File: src/rtl/fp_pack_round.sv
// fp_pack_round
// Packs an unnormalized sign / exponent / 48-bit mantissa triple into an
// IEEE-754 single. Normalization moves the mantissa by one bit per cycle.
// The result is then rounded to nearest-even. Overflow, denormal results
// and zero are handled here. Only one operation is in flight at a time.
//
// Handshake (both sides): a transfer happens on a rising clk edge where
// valid && ready are both high. in_ready is high only in IDLE. out_valid is
// high only in OUT. out_result and out_flags stay stable while
// out_valid && !out_ready.
//
// Ports
//   clk, reset        clock; synchronous active-high reset
//   in_valid/in_ready input handshake
//   in_sign           result sign
//   in_exp[9:0]       signed biased exponent (two's complement)
//   in_mant[47:0]     mantissa; binary point between bits 46 and 45
//   in_sticky         OR of bits already discarded upstream
//   out_valid/out_ready output handshake
//   out_result[31:0]  packed single
//   out_flags[3:0]    {overflow, underflow, inexact, zero}
//   o_dbg_state[1:0]  current FSM state (0 IDLE, 1 NORM, 2 ROUND, 3 OUT)
module fp_pack_round #(
  parameter bit FLUSH_DENORM = 1'b0
) (
  input  logic        clk,
  input  logic        reset,
  input  logic        in_valid,
  output logic        in_ready,
  input  logic        in_sign,
  input  logic [9:0]  in_exp,
  input  logic [47:0] in_mant,
  input  logic        in_sticky,
  output logic        out_valid,
  input  logic        out_ready,
  output logic [31:0] out_result,
  output logic [3:0]  out_flags,
  output logic [1:0]  o_dbg_state
);

  typedef enum logic [1:0] {
    S_IDLE  = 2'd0,
    S_NORM  = 2'd1,
    S_ROUND = 2'd2,
    S_OUT   = 2'd3
  } state_t;

  state_t             r_state, w_state_nx;
  logic               r_sign, w_sign_nx;
  logic signed [11:0] r_exp, w_exp_nx;
  logic [47:0]        r_mant, w_mant_nx;
  logic               r_sticky, w_sticky_nx;
  logic [31:0]        r_result, w_result_nx;
  logic [3:0]         r_flags, w_flags_nx;

  // Rounding datapath, evaluated from the registered operand.
  logic               w_guard, w_stk, w_lsb, w_up, w_inexact;
  logic [24:0]        w_sig_raw;
  logic [23:0]        w_sig;
  logic signed [11:0] w_exp_rnd;
  logic [31:0]        w_rnd_result;
  logic [3:0]         w_rnd_flags;

  always_comb begin
    w_guard   = r_mant[22];
    w_stk     = (|r_mant[21:0]) | r_sticky;
    w_lsb     = r_mant[23];
    w_up      = w_guard & (w_stk | w_lsb);
    w_inexact = w_guard | w_stk;
    w_sig_raw = {1'b0, r_mant[46:23]} + {24'd0, w_up};
    // A rounding carry out of the 24-bit significand renormalizes by one.
    if (w_sig_raw[24]) begin
      w_sig     = w_sig_raw[24:1];
      w_exp_rnd = r_exp + 12'sd1;
    end else begin
      w_sig     = w_sig_raw[23:0];
      w_exp_rnd = r_exp;
    end

    w_rnd_flags = 4'b0000;
    if (w_exp_rnd >= 12'sd255) begin
      w_rnd_result   = {r_sign, 8'hFF, 23'd0};
      w_rnd_flags[3] = 1'b1;
      w_rnd_flags[1] = 1'b1;
    end else if (!w_sig[23]) begin
      // No hidden bit: denormal or zero. A denormal that rounded up into
      // bit 23 takes the normal branch below with exponent field 1.
      if (FLUSH_DENORM) begin
        w_rnd_result = {r_sign, 31'd0};
      end else begin
        w_rnd_result = {r_sign, 8'h00, w_sig[22:0]};
      end
      w_rnd_flags[2] = w_inexact;
      w_rnd_flags[1] = w_inexact;
    end else begin
      w_rnd_result   = {r_sign, w_exp_rnd[7:0], w_sig[22:0]};
      w_rnd_flags[1] = w_inexact;
    end
    w_rnd_flags[0] = (w_rnd_result[30:0] == 31'd0);
  end

  // Next-state and datapath update.
  always_comb begin
    w_state_nx  = r_state;
    w_sign_nx   = r_sign;
    w_exp_nx    = r_exp;
    w_mant_nx   = r_mant;
    w_sticky_nx = r_sticky;
    w_result_nx = r_result;
    w_flags_nx  = r_flags;

    case (r_state)
      S_IDLE: begin
        if (in_valid) begin
          w_sign_nx   = in_sign;
          w_exp_nx    = {{2{in_exp[9]}}, in_exp};
          w_mant_nx   = in_mant;
          w_sticky_nx = in_sticky;
          if (in_mant == 48'd0) begin
            w_result_nx = {in_sign, 31'd0};
            w_flags_nx  = 4'b0001;
            w_state_nx  = S_OUT;
          end else begin
            w_state_nx  = S_NORM;
          end
        end
      end
      S_NORM: begin
        if (r_mant[47]) begin
          w_sticky_nx = r_sticky | r_mant[0];
          w_mant_nx   = r_mant >> 1;
          w_exp_nx    = r_exp + 12'sd1;
        end else if (!r_mant[46] && (r_exp > 12'sd1)) begin
          w_mant_nx   = r_mant << 1;
          w_exp_nx    = r_exp - 12'sd1;
        end else if (r_exp < 12'sd1) begin
          // Denormal alignment: shift right until the exponent reaches 1.
          // Once every bit has fallen into sticky, nothing is left to align.
          w_sticky_nx = r_sticky | r_mant[0];
          w_mant_nx   = r_mant >> 1;
          w_exp_nx    = r_exp + 12'sd1;
          if (r_mant[47:1] == 47'd0) begin
            w_state_nx = S_ROUND;
          end
        end else begin
          w_state_nx = S_ROUND;
        end
      end
      S_ROUND: begin
        w_result_nx = w_rnd_result;
        w_flags_nx  = w_rnd_flags;
        w_exp_nx    = w_exp_rnd;
        w_state_nx  = S_OUT;
      end
      S_OUT: begin
        if (out_ready) begin
          w_state_nx = S_IDLE;
        end
      end
      default: w_state_nx = S_IDLE;
    endcase
  end

  always_ff @(posedge clk) begin
    if (reset) begin
      r_state  <= S_IDLE;
      r_sign   <= 1'b0;
      r_exp    <= 12'sd0;
      r_mant   <= 48'd0;
      r_sticky <= 1'b0;
      r_result <= 32'd0;
      r_flags  <= 4'd0;
    end else begin
      r_state  <= w_state_nx;
      r_sign   <= w_sign_nx;
      r_exp    <= w_exp_nx;
      r_mant   <= w_mant_nx;
      r_sticky <= w_sticky_nx;
      r_result <= w_result_nx;
      r_flags  <= w_flags_nx;
    end
  end

  assign in_ready    = (r_state == S_IDLE);
  assign out_valid   = (r_state == S_OUT);
  assign out_result  = r_result;
  assign out_flags   = r_flags;
  assign o_dbg_state = r_state;

endmodule

File: config.mk
export PLATFORM = sky130hd
export DESIGN_NAME = fp_pack_round
export DESIGN_NICKNAME = d
export VERILOG_FILES = /design/src/rtl/fp_pack_round.sv
export SDC_FILE = /design/constraint.sdc
export NUM_CORES = 1
export LEC_CHECK = 0
export CORE_MARGIN = 5
export CORE_UTILIZATION = 55
export DETAILED_ROUTE_END_ITERATION = 12
export HOLD_SLACK_MARGIN = 0.03
export PLACE_DENSITY = 0.84
export SLEW_MARGIN = 10
export SYNTH_ARGS = -nofsm -noshare
export SYNTH_HDL_FRONTEND = slang
export SYNTH_SLANG_ARGS = --single-unit
File: constraint.sdc
create_clock -name clk -period 4.2 [get_ports clk]
set_input_delay 0.84 -clock clk [delete_from_list [all_inputs] [get_ports clk]]
set_output_delay 0.84 -clock clk [all_outputs]
set_load 0.01 [all_outputs]
---- After elaboration in Yosys (flattened, before gate mapping) ----
Index checks and enable logic that the tools add are counted.
Widths: inputs -> output; s select.
word-level totals
  bits in registers ....................... 100
  output and inout port bits .............. 40
  word-level logic and storage cells ...... 85
operators by class
  reduce and logical (&&, ||, !) cells .... 17
  muxes and demuxes ....................... 37
  equal/unequal tests ..................... 12
  $lt $le $gt $ge ......................... 3
  $add $sub $neg .......................... 3
  bitwise operators ....................... 5
operators with widths
  cell                   count
  $mux 48                3
  $pmux 48 s2            1
  $mux 32                2
  $pmux 32 s2            1
  $mux 31                2
  $mux 12                5
  $logic_not 48->1       1
  $logic_not 47->1       1
  $mux 47                1
  $pmux 12 s3            1
  $logic_not 31->1       1
  $add 24x1->25          1
  $mux 24                1
  $reduce_or 22->1       1
  $mux 2                 7
  $add 12x2->12 const B  1
  $ge 12x9->1 const B    1
  $gt 12x2->1 const B    1
  $lt 12x2->1 const B    1
  $sub 12x2->12 const B  1
  $ne 3x3->1 const B     3
  $reduce_and 3->1       3
  $mux 1                 8
  $mux 4                 2
  other kinds (18)       27

---- Logic depth before layout (Yosys ltp) ----
  depth after elaboration ................. 10
  gate-level depth with buffers ........... 13
  gate-level depth less buffers ........... 10

---- Least setup slack after synthesis ----
OpenSTA, ideal clock, no wires.
  kind .................................... register -> register
  start point ............................. register r_mant[22]
  end point ............................... register r_flags[0] (netlist: out_flags[0])
  path slack .............................. 1,194 ps
  library setup time ...................... 87 ps
  buffers on the path ..................... 2
  data arrival time ....................... 2,919 ps
  cell stages (with the launch flop) ...... 13
  cell sequence ........................... dfxtp_1 -> clkbuf_2 -> and2_1 -> ha_1 -> nand4_1 -> nor4_1 -> nor4b_2 -> mux2_2 -> a21o_1 -> and2_1 -> buf_6 -> or3_1 -> o31ai_1
between the ends
  cells in the longest elaborated chain, start to end .. 7
  elaborated cells on any way between the ends .. 9
  those cells by class .................... add/sub (1); order compare (1); mux (5); bitwise (1); reduce/logical (1)
RTL lines
  item                                    RTL line  text
  from (decl)                             51        logic [47:0] r_mant, w_mant_nx;
  from (signal assigned)                  177       r_mant <= w_mant_nx;
  $and 1x1->1 *                           68        w_up = w_guard & (w_stk | w_lsb);
  $add 24x1->25 *                         70        w_sig_raw = {1'b0, r_mant[46:23]} + {24'd0, w_up};
  $mux 12 or $mux 24 (tied branches)      72        if (w_sig_raw[24]) begin
  $ge 12x9->1 or $mux 31 (tied branches)  81, 85
  $mux 31 *                               81        if (w_exp_rnd >= 12'sd255) begin
  $logic_not 31->1 *                      99        w_rnd_flags[0] = (w_rnd_result[30:0] == 31'd0);
  $pmux 4 s2 *                            112       case (r_state)
  to (signal assigned)                    180       r_flags <= w_flags_nx;
  to (decl)                               54        logic [3:0] r_flags, w_flags_nx;
Mark *: on every way between the ends. The rest lies on a longest branch, timed or not.
A chain may end at the register's enable or synchronous reset.

---- Final worst setup path ----
Ends and elaborated chain as after synthesis.

==> results.md <==
- The run finished with clean final reports.
- Row generation in the floorplan step produced 40 rows.
- The analysis attributes to cell leakage a power of around 2.7 nW.
- The final setup slack of the worst path is 683 ps.
- The pre-CTS worst setup slack is ~530 ps.
- In this run, the number of DRC markers left after iteration 0 of detailed routing was between 700 and 800.
- The final layout contains routed wiring with a total length of roughly 19000 um.
- The number of antenna violations at the first check in global routing is 0.
- The most numerous cell type found on the critical path is and2_1.
- The total number of H-tree levels is 3.
- Internal power comes to about 2.9 mW.
- Per report_power, the combinational group accounts for 52.9% of the total.
- The number of global-route vias before repair is around 6400.
- In this design, the largest share of critical-path delay is due to simple AND/OR/NAND/NOR gates.
- Detailed placement finished with a half-perimeter wire length of 13500 um.
- The clock-pin slew reported for the worst setup and hold paths after clock tree synthesis is roughly 70 ps.
- The final max-slew violation count is 0.
- For the final database, setup skew stands at slightly above 8 ps.
- Global routing used between 20% and 30% of the available tracks.
- The initial utilization of the core area, before any placement, comes to a little under three fifths.
- Net switching is 49.4% of the power.
- Dividing the final minimum period by the clock period gives a little over four fifths.
- The count of vias placed by the detailed router is between 7000 and 8000.
- The critical path is of the reg2reg type.
- The routability-driven placement congestion ratio is 0.985.
- Counting every sink on the clock net gives 100.
- STA puts the critical path data required time at 4470 ps.
- Sorting the synthesized cells by how often they occur yields 166 x nor2_1, 149 x nand2_1, 100 x dfxtp_1.
- The layout overhead on the synthesized area is 19.3%.
- Among all cell types in the netlist, the one instantiated most often is nor2_1.
- For this design, the slowest cell found on the critical path is dfxtp_1.
- Across the run, the number of max-cap violations was 0.
- The power share of the sequential group is about a third.
- The detail route stage leaves a number of antenna-violating nets equal to 0.
- In this run the vertical extent of the chip is roughly 120 um.
- The setup total negative slack is 0 ps.
- The leftover overflow at the end of global routing is 0.
- The critical path capture point type is a register.
- The number of enable-type register cells in the synthesized netlist is 0.
- Dividing the detail-routed via count by the number of cells gives around 6.3.
- The maximum number of pins on one net before global-route repair is 95.
- The minimum clock period after layout is around 3500 ps.
- Together, buffers and inverters on the worst path number 0.
- The post-synth net total is just over 1000.
- The total setup buffers inserted after CTS is 0.
- During placement, the flow inserted port buffers numbering 103.
- The CTS tree is done.
- In this run, the clock network consumes 14.8% of the power.
- The power density relative to cell area is between 700 and 800 nW/um^2.
- Measured along the x axis, the die boundary spans between 100 and 150 um.
- In this run the biggest area consumer among cell types represents between 30% and 40% of the synthesized area.
- The buffer cell driving the clock tree root is clkbuf_16.
- The final setup violation count is 0.
- For this design, the CTS-stage hold fixing added 0 buffers.
- The signal arrival time at the worst endpoint is between 3000 and 4000 ps.
- The net switching power is 2.82 mW.
- The antenna diode count is 0.
- The number of instances in the synthesized netlist is 953.
- Across the VDD grid, the largest voltage drop is between 0.5 and 0.6 mV.
- The most used flip-flop cell after synthesis is dfxtp_1.
- Setup repair after global routing left no endpoint under its margin.
- The deepest clock path buffer count is 2.
- The slew at the pin closest to its max-slew limit is just under 900 ps.
- The cell area after synthesis is between 6000 and 7000 um^2.
- At the end of the flow the core is filled with cells to 66.4%.
- The highest net fanout along the worst path is 9.
- For this run, design rule violations remaining after detail routing come to 0.
- The post-synthesis cell type count is about 70.
- The largest area contributor in the synthesized netlist is dfxtp_1.
- The number of placed I/O pins is between 100 and 150.
- The core outline area is 11900 um^2.
- The clock insertion delay at the later pin of the skew report is ~350 ps.
- The mean routed wirelength per cell is around 17 um.
- The hold violation total from the final report is 0.
- After detailed placement, the design holds a cell count of roughly 1100.
- On the worst path, the slowest cell contributes a delay of roughly 520 ps.
- The worst setup path is launched from a register.
- Ranked by total cell area, the synthesized netlist is headed by dfxtp_1 30%, nor2_1 9.4%, nand2_1 8.4%.
- The class of the worst hold path is reg2reg.
- The mean area per synthesized cell is between 6 and 7 um^2.
- The relative slew slack is 42.2%.
- The number of gates resized after CTS was 0.
- The die area is 14300 um^2.
- The count of TritonRoute iterations in the first routing pass is 5.
- The clock buffer count from CTS is 9.
- For this run, the number of Yosys warnings is 0.
- The proportion of synthesized flip-flops having asynchronous set or reset is 0%.
- The post-route netlist has approximately 5.3% of its cells at a drive strength greater than 1.
- Synthesis inferred 100 register bits.
- The total number of nets in the final design is ~1100.
- The global-route wire length before repair is 31200 um.
- The final cell count without fillers is approximately 1100.
- For this run, the top clock speed supported by timing is between 200 and 300 MHz.
- Walking the worst path, the cells encountered are and2_1, ha_1, nand4_1, nor4_1, nor4b_2, mux2_2, a21o_1, and2_1, or3_1, o31ai_1.
- For this run, the register share of the synthesized area comes to between 30 and 40%.
-- worst register-to-register path: cells and delay by family (launching register included) --
family          cells  cell delay (ps)
compound gates      2              420
mux                 1              390
fa+ha+maj           1              210
flops               1              520
simple gates        6             1910
-- flip-flops by register name, indices dropped and copies added, names as in the netlist --
signal / flops
out_flags: 4
out_result: 32
r_exp: 12
o_dbg_state: 2
r_sticky: 1
r_sign: 1
r_mant: 48
-- logic make-up (layout without fill, tap and decap cells) --
group | count (synthesis) | in the layout | share of synthesized area [%]
buffers and inverters | 111 | 154 | 6.83
AOI/OAI and AO/OA | 243 | 243 | 24.8
muxes | 8 | 8 | 1.25
and+or+nand+nor | 451 | 451 | 31.2
DFF | 100 | 100 | 30.2
adders and majority gates | 8 | 8 | 1.51
xor gates and xnor gates | 32 | 32 | 4.23
-- final timing paths --
path | startpoint | end | slack [ps] | depth (start not counted)
setup / recovery | r_mant[22] | out_flags[0] | 680 | 10
hold / removal | out_result[24] | out_result[24] | 450 | 2
setup reg to reg | r_mant[22] | out_flags[0] | 680 | 10
hold reg to reg | out_result[24] | out_result[24] | 450 | 2
-- power groups by stage --
stage | Sequential [mW] | Clock [mW] | Combinational [mW]
after global placement | 1.82 | 0 | 2.92
after CTS | 1.81 | 0.851 | 2.98
after detailed placement | 1.83 | 0 | 2.96
after floorplan | 1.48 | 0 | 2.56
after global routing | 1.89 | 0.895 | 3.34
final | 1.84 | 0.846 | 3.02
-- metrics by stage --
stage / hold slack (ps) / power (mW) / instance area [um^2]
3_3_place_gp: 443 / 4.74 / 7600
4_1_cts: 458 / 5.64 / 7900
5_1_grt: 477 / 6.13 / 7900
6_report: 454 / 5.71 / 7900
2_1_floorplan: 436 / 4.04 / 6630
3_5_place_dp: 449 / 4.79 / 7600
-- layout make-up --
type / count / area, um^2
multi-input combinational: 742 / 4200
clock buffer: 9 / 225
clock inverter: 7 / 75.1
inverter: 18 / 67.6
tap: 147 / 184
timing repair buffer: 120 / 1150
sequential: 100 / 2000
fill: 1070 / 4010
-- per-layer routing --
layer | global-route usage (%) | vias up | part of all wire, %
li1 | - | 3510 | -
met1 | 35.4 | 3318 | 44
met2 | 40.9 | 379 | 45
met3 | 4.76 | 40 | 9.0
met4 | 9.02 | 0 | 2.0
met5 | 0 | - | 0
-- cells in the final DEF, fill, tap and decap left out, drive strengths merged, types with 18 or more instances in the layout --
cell type	instances
o21ai	34
nand2	149
xnor2	19
nor2	167
a21oi	82
buf	18
nor4	26
nand3	18
a311oi	46
nor3	19
dfxtp	100
inv	18
clkdlybuf4s50	102
Power figures use the tool's default switching activity.
